--- src/rtl/mem_map_ctrl.sv ---
// Address-decoding memory map controller: routes one CPU access at a time to one of
// NREG devices, inserting per-region wait states and flagging unmapped/read-only errors.
module mem_map_ctrl #(
    parameter int                      ADDR_W      = 32,
    parameter int                      DATA_W      = 32,
    parameter int                      NREG        = 3,
    parameter logic [NREG*ADDR_W-1:0]  REGION_BASE = {32'h0000_0800, 32'h0000_0400, 32'h0000_0000},
    parameter logic [NREG*ADDR_W-1:0]  REGION_MASK = {32'hFFFF_FFF0, 32'hFFFF_FF80, 32'hFFFF_FC00},
    parameter logic [NREG-1:0]         REGION_RO   = 3'b010,
    parameter logic [NREG*4-1:0]       REGION_WAIT = {4'd2, 4'd1, 4'd0}
) (
    input  logic                     clk,
    input  logic                     rst,
    input  logic                     req_valid,
    input  logic                     req_we,
    input  logic [ADDR_W-1:0]        req_addr,
    input  logic [DATA_W-1:0]        req_wdata,
    output logic                     req_ready,
    output logic                     rsp_valid,
    output logic [DATA_W-1:0]        rsp_rdata,
    output logic                     rsp_err,
    output logic [NREG-1:0]          sel,
    output logic                     dev_we,
    output logic [ADDR_W-1:0]        dev_addr,
    output logic [DATA_W-1:0]        dev_wdata,
    input  logic [NREG*DATA_W-1:0]   dev_rdata
);

    localparam int RW = (NREG > 1) ? $clog2(NREG) : 1;

    typedef enum logic [1:0] {IDLE, ACCESS, RESP} state_t;

    state_t              state, state_nxt;
    logic [RW-1:0]       region_q;
    logic                we_q;
    logic                err_q;
    logic [3:0]          cnt;
    logic [ADDR_W-1:0]   addr_q;
    logic [DATA_W-1:0]   wdata_q;
    logic [DATA_W-1:0]   rdata_q;

    logic                hit;
    logic [RW-1:0]       hit_idx;
    logic                legal;

    // Scan from the top index down so the lowest matching region wins.
    always_comb begin
        hit     = 1'b0;
        hit_idx = '0;
        for (int i = NREG - 1; i >= 0; i--) begin
            if ((req_addr & REGION_MASK[i*ADDR_W +: ADDR_W]) == REGION_BASE[i*ADDR_W +: ADDR_W]) begin
                hit     = 1'b1;
                hit_idx = i[RW-1:0];
            end
        end
        legal = hit && !(req_we && REGION_RO[hit_idx]);
    end

    always_ff @(posedge clk) begin
        if (rst) begin
            state    <= IDLE;
            region_q <= '0;
            we_q     <= 1'b0;
            err_q    <= 1'b0;
            cnt      <= '0;
            addr_q   <= '0;
            wdata_q  <= '0;
            rdata_q  <= '0;
        end else begin
            state <= state_nxt;
            case (state)
                IDLE: if (req_valid) begin
                    addr_q   <= req_addr;
                    we_q     <= req_we;
                    wdata_q  <= req_wdata;
                    region_q <= hit_idx;
                    err_q    <= !legal;
                    cnt      <= legal ? REGION_WAIT[hit_idx*4 +: 4] : 4'd0;
                    rdata_q  <= '0;
                end
                ACCESS: begin
                    if (cnt != 4'd0)
                        cnt <= cnt - 4'd1;
                    else
                        rdata_q <= we_q ? '0 : dev_rdata[region_q*DATA_W +: DATA_W];
                end
                default: ;
            endcase
        end
    end

    always_comb begin
        state_nxt = state;
        req_ready = 1'b0;
        rsp_valid = 1'b0;
        sel       = '0;
        dev_we    = 1'b0;
        case (state)
            IDLE: begin
                req_ready = 1'b1;
                if (req_valid) state_nxt = legal ? ACCESS : RESP;
            end
            ACCESS: begin
                sel[region_q] = 1'b1;
                if (cnt == 4'd0) begin
                    dev_we    = we_q;
                    state_nxt = RESP;
                end
            end
            RESP: begin
                rsp_valid = 1'b1;
                state_nxt = IDLE;
            end
            default: state_nxt = IDLE;
        endcase
    end

    assign rsp_err   = rsp_valid & err_q;
    assign rsp_rdata = rsp_valid ? rdata_q : '0;
    assign dev_addr  = addr_q;
    assign dev_wdata = wdata_q;

endmodule
--- config.mk ---
export PLATFORM = sky130hd
export DESIGN_NAME = mem_map_ctrl
export DESIGN_NICKNAME = d
export VERILOG_FILES = /design/src/rtl/mem_map_ctrl.sv
export SDC_FILE = /design/constraint.sdc
export NUM_CORES = 1
export LEC_CHECK = 0
export ABC_AREA = 0
export CORE_AREA = 10 10 118 120
export CTS_CLUSTER_DIAMETER = 120
export DETAILED_ROUTE_END_ITERATION = 10
export DIE_AREA = 0 0 128 130
export PLACE_DENSITY = 0.84
export SLEW_MARGIN = 20
export SYNTH_ARGS = -nofsm -noshare
export SYNTH_HDL_FRONTEND = slang
export SYNTH_SLANG_ARGS = --single-unit
--- constraint.sdc ---
create_clock -name clk -period 5.45 [get_ports clk]
set_input_delay 1.09 -clock clk [delete_from_list [all_inputs] [get_ports clk]]
set_output_delay 1.09 -clock clk [all_outputs]
set_load 0.02 [all_outputs]
== After elaboration in Yosys (flattened, before gate mapping) ==
Cells that the tools add are included.

* Bits in registers: 106
* Input port bits: 164
* Logic and storage cells: 65

* Equal/unequal tests: 8
* Multiplexer cells: 28
* Magnitude comparators: 3
* Bitwise logic cells: 1
* $add $sub $neg: 1
* Reductions and logical operators: 14
* Shifts and indexed selects: 2

{| class="wikitable"
|+ Operators with widths
! cell !! count
|-
| two-way mux 32 bit || 4
|-
| indexed part select 96 x 8 -> 32 bit || 1
|-
| one-hot mux 32 bit (2 select lines) || 1
|-
| logical NOT 32 bit || 1
|-
| equality test 28 x 8 -> 1 bit, second input constant || 1
|-
| equality test 25 x 4 -> 1 bit, second input constant || 1
|-
| two-way mux 2 bit || 6
|-
| two-way mux 4 bit || 3
|-
| indexed part select 12 x 5 -> 4 bit, first input constant || 1
|-
| two-way mux 1 bit || 9
|-
| inequality test 2 bit, second input constant || 4
|-
| one-hot mux 4 bit (2 select lines) || 1
|-
| less-than comparator 2 x 3 -> 1 bit, second input constant || 2
|-
| AND reduction 3 bit || 2
|-
| logical NOT 4 bit || 1
|-
| one-hot mux 2 bit (2 select lines) || 1
|-
| AND reduction 2 bit || 2
|-
| nonzero test 4 bit || 1
|-
| subtractor 4 x 1 -> 4 bit, second input constant || 1
|-
| logical AND 1 bit || 3
|-
| two-way mux 3 bit || 1
|-
| binary-select mux 1 bit (select 2 bit) || 1
|-
| demux 1 bit (select 2 bit) || 1
|-
| equality test 2 x 1 -> 1 bit, second input constant || 1
|-
| 6 further kinds || 7
|}

== Longest topological paths before layout ==
* Word-level depth: 12
* Gate-level depth with buffers: 8

== Worst setup path after synthesis ==
Ideal clock, no wire load.

* Kind: flip-flop to output port
* Start point: register region_q[0]
* End point: output port sel[1]
* Data required time: 4,360 ps
* Buffers on the path: 2
* Cell stages (with the launch flop): 4
* Arrival time: 1,625 ps
* Setup slack: 2,735 ps
* Path through: dfxtp_1 > clkbuf_1 > clkbuf_1 > nor3b_1

* Word-level cells in the longest chain between the ends: 5

{| class="wikitable"
|+ RTL lines
! what !! line !! RTL
|-
| from (decl) || 34 || <nowiki>logic [RW-1:0] region_q;</nowiki>
|-
| from (signal assigned) || 76 || <nowiki>region_q <= hit_idx;</nowiki>
|-
| less-than comparator 2 x 3 -> 1 bit (implied by the code) / >= comparator 2 x 1 -> 1 bit (equally long branches) || 104 || <nowiki>sel[region_q] = 1'b1;</nowiki>
|-
| logical AND 1 bit (implied by the code) || 104 ||
|-
| two-way mux 1 bit (implied by the code) || 104 ||
|-
| demux 1 bit (select 2 bit) * || 104 ||
|-
| two-way mux 3 bit * || 98 || <nowiki>case (state)</nowiki>
|-
| to (decl) || 22 || <nowiki>output logic [NREG-1:0] sel,</nowiki>
|}

Mark *: on every way between the ends. The rest lies on a longest branch, timed or not.

== Worst setup path after layout ==
* Start point: register region_q[1]
* End point: output port sel[2]

Same word-level chain as after synthesis.

==> run_results.csv <==
group,metric,value,unit
finish,layout_commonest_cell,"clkdlybuf4s50_1",
critical_path,timing.rr.end,"rdata_q[23]",
yosys,yosysWarnings,0,
finish,drive_above_1_share,4.284,%
timing,setup_tns,0,ns
timing,fin_crit_sh,71.81,%
critical_path,path_cells,"nor2b_2 -> buf_4 -> and2_1 -> clkdlybuf4s50_1",
clock_tree,clkSinkCount,106,
global_route,track_usage,19.68,%
worst_hold_path,hp-start,"dev_wdata[2]",
critical_path,r2r_cells,5,
critical_path,r2r_start,"region_q[1]",
global_route,grt_overflow,0,
critical_path,cp_max_fo,36,
drt,drt_iter0_drc,281,
critical_path,startpoint_type,"flop",
worst_hold_path,hold-path-cell-count,2,
clock_tree,cts_htree_levels,3,
status,outcome,"complete, no violations",
critical_path,critical_path.max_stage_delay,1.05,ns
yosys,synth_fa_ha_area_share,0.2712,%
pwr,p_leak,0.002772,µW
floorplan,initial_core_util,39.39,%
floorplan,die_w,128,µm
flow_run,cap_violations,0,
drt,final_antenna_net_count,0,
clock_tree,post-cts-setup-buffers,0,
timing,rsz0062_at_grt,"false",
finish,layout_common_cells,"265 x clkdlybuf4s50_1, 164 x nand2_1, 105 x dfxtp_1",
timing,skew,0.006730,ns
worst_hold_path,hold_class,"flop to flop",
yosys,syn-num-nets,737,
timing,hold_viol,0,
yosys,synth_area_leader_cell,"dfxtp_1",
yosys,synth_xor_area_share,0.3797,%
yosys,syn_avg_cell_area,8.065,µm²
timing,tightestPinTransition,1.106,ns
yosys,synth_top_family_by_area,"simple AND/OR/NAND/NOR gates",
clock_tree,clock-root-buffer,"clkbuf_16",
drt,drt_first_pass_iters,4,
timing,slew_viol_final,0,
drt,vias,4962,
floorplan,core_area,11710,µm²
finish,nFillCells,944,
yosys,yosys_register_bits,106,
timing,fmax,0.2555,GHz
critical_path,ff2ff_setup_slack,3.34,ns
floorplan,die_area,16640,µm²
clock_tree,cts_tree,"built",
yosys,synth_cells,572,
floorplan,die_h,130,µm
yosys,syn-cell-area,4613,µm²
placed_design,port_buffers,266,
placed_design,gp_congestion,0.8342,
placed_design,dp_hpwl,13.77,mm
drt,wire_per_inst,18.17,µm
pwr,ir_worst_vdd,0.1605,mV
critical_path,crit_slowest_cell,"dfxtp_1",
critical_path,path_class,"flop to output port",
floorplan,fp-row-count,40,
clock_tree,clkTransAtPathRegs,0.07,ns
timing,timing.hold.ws,0.4549,ns
drt,route.detailed.drc,0,
finish,final_util,65.56,%
finish,antenna_cells,0,
drt,viasPerCell,5.147,
yosys,ys_types,34,
yosys,synth_mux_area_share,7.377,%
clock_tree,worst_skew_pair.late_latency,0.34,ns
clock_tree,cts_buffer_depth,2,
critical_path,endpoint_kind,"output port",
global_route,antenna_found_initial,1,
yosys,ys_seq_area_share,46.00,%
timing,setup_viol,0,
yosys,ys_top_cells_by_area,"dfxtp_1 46%, nand2_1 13%, a21oi_1 7.5%",
yosys,synth_top_area_share,46.00,%
global_route,grt_pass1_vias,5000,
clock_tree,holdBufCountCts,0,
clock_tree,cts_inserted_buffers,9,
drt,drt-total-wl,17.52,mm
timing,max_slew_margin,26.17,%
yosys,synth-simple-area-share,23.98,%
pwr,powerDensity,234.3,nW/µm²
floorplan,pin_count,267,
clock_tree,cts_resized,0,
yosys,synth_compound_area_share,17.95,%
global_route,grt_pass1_wl,26.32,mm
finish,final_nets,977,
critical_path,crit_arrival,2.82,ns
critical_path,required,4.36,ns
timing,min_period,3.914,ns
worst_hold_path,min_to,"dev_wdata[2]",
finish,area.growth.synth_to_final,66.42,%
global_route,grt_start_max_net_pins,73,
[area by class of cell]
type / count / area (µm²) / area share (%)
clock buffer: 10 / 239.0 / 3.113
clock inverter: 6 / 72.57 / 0.9452
inverter: 4 / 15.01 / 0.1956
multi-input combinational: 418 / 2333 / 30.39
sequential: 106 / 2123 / 27.66
tap: 147 / 183.9 / 2.396
timing repair buffer: 273 / 2710 / 35.30
[layer usage]
layer	share of wire [%]	track usage [%]
met3	12	8.763
met4	2.6	8.212
met2	47	32.95
met1	39	21.26
met5	0	0
[synth_stat cells]
cell and n:
or3_4 1, and3b_1 1, buf_1 3, nor2_1 6
nand3_1 6, and4bb_2 1, o21ai_0 32, and3_1 1
or4_4 2, inv_1 4, dlygate4sd1_1 1, mux2i_1 34
or3b_1 1, a21boi_0 1, clkbuf_1 39, nand2b_1 1
buf_2 1, a21o_1 1, nor3b_1 3, nor3_1 8
a2111oi_0 1, or4_1 1, a21oi_1 69, dfxtp_1 106
and2_1 37, o311a_1 1, a22o_1 32, nand4_1 1
xor2_1 2, o41ai_1 1, nand2_1 165, ha_1 1
nor4_1 5, nor2b_1 3
[stage by stage]
step / cells / total power (µW) / cell area [µm²] / setup slack (ns)
global placement: 948 / 1145 / 7361 / 2.005
CTS: 964 / 1819 / 7672 / 1.559
floorplan: 572 / 947.7 / 4613 / 2.735
detailed placement: 948 / 1153 / 7361 / 1.928
finish: 964 / 1799 / 7677 / 1.536
global route: 964 / 1874 / 7677 / 1.402
[critical path: cells and delay by family, from the launching register on]
| kind | cells | cell delay [ns] |
|---|---|---|
| flip-flops | 1 | 1.05 |
| buffers and inverters | 2 | 0.95 |
| AND/OR/NAND/NOR | 2 | 0.48 |
[kinds of logic (layout without fill, tap and decap cells)]
kind of cell               Yosys count  count (layout)
muxes                               34              34
adders and majority gates            1               1
and+or+nand+nor                    243             243
buffers and inverters               48             293
DFF                                106             106
xor gates and xnor gates             2               2
AOI/OAI and AO/OA                  138             138
[registers in the layout (all words and copies together) (netlist names)]
signal	flops
dev_addr	32
state	2
rdata_q	32
we_q	1
region_q	2
dev_wdata	32
cnt	4
err_q	1
[power by group]
| group | leakage, µW | switching [µW] | internal, µW | total (µW) |
|---|---|---|---|---|
| combinational | 0.00176 | 138 | 177 | 315 |
| sequential | 0.000866 | 14.5 | 803 | 818 |
| clock | 0.000150 | 292 | 375 | 667 |
[worst max path at each step]
| stage | slack [ns] | from | endpoint | cells after the start |
|---|---|---|---|---|
| CTS | 1.56 | region_q[1] | sel[2] | 4 |
| finish | 1.54 | region_q[1] | sel[2] | 4 |
| detailed placement | 1.93 | region_q[1] | sel[2] | 4 |
| global route | 1.40 | region_q[1] | sel[2] | 4 |
| global placement | 2.00 | region_q[1] | sel[2] | 4 |
| floorplan | 2.73 | region_q[0] | sel[1] | 3 |
(Power assumes the default switching activity.)
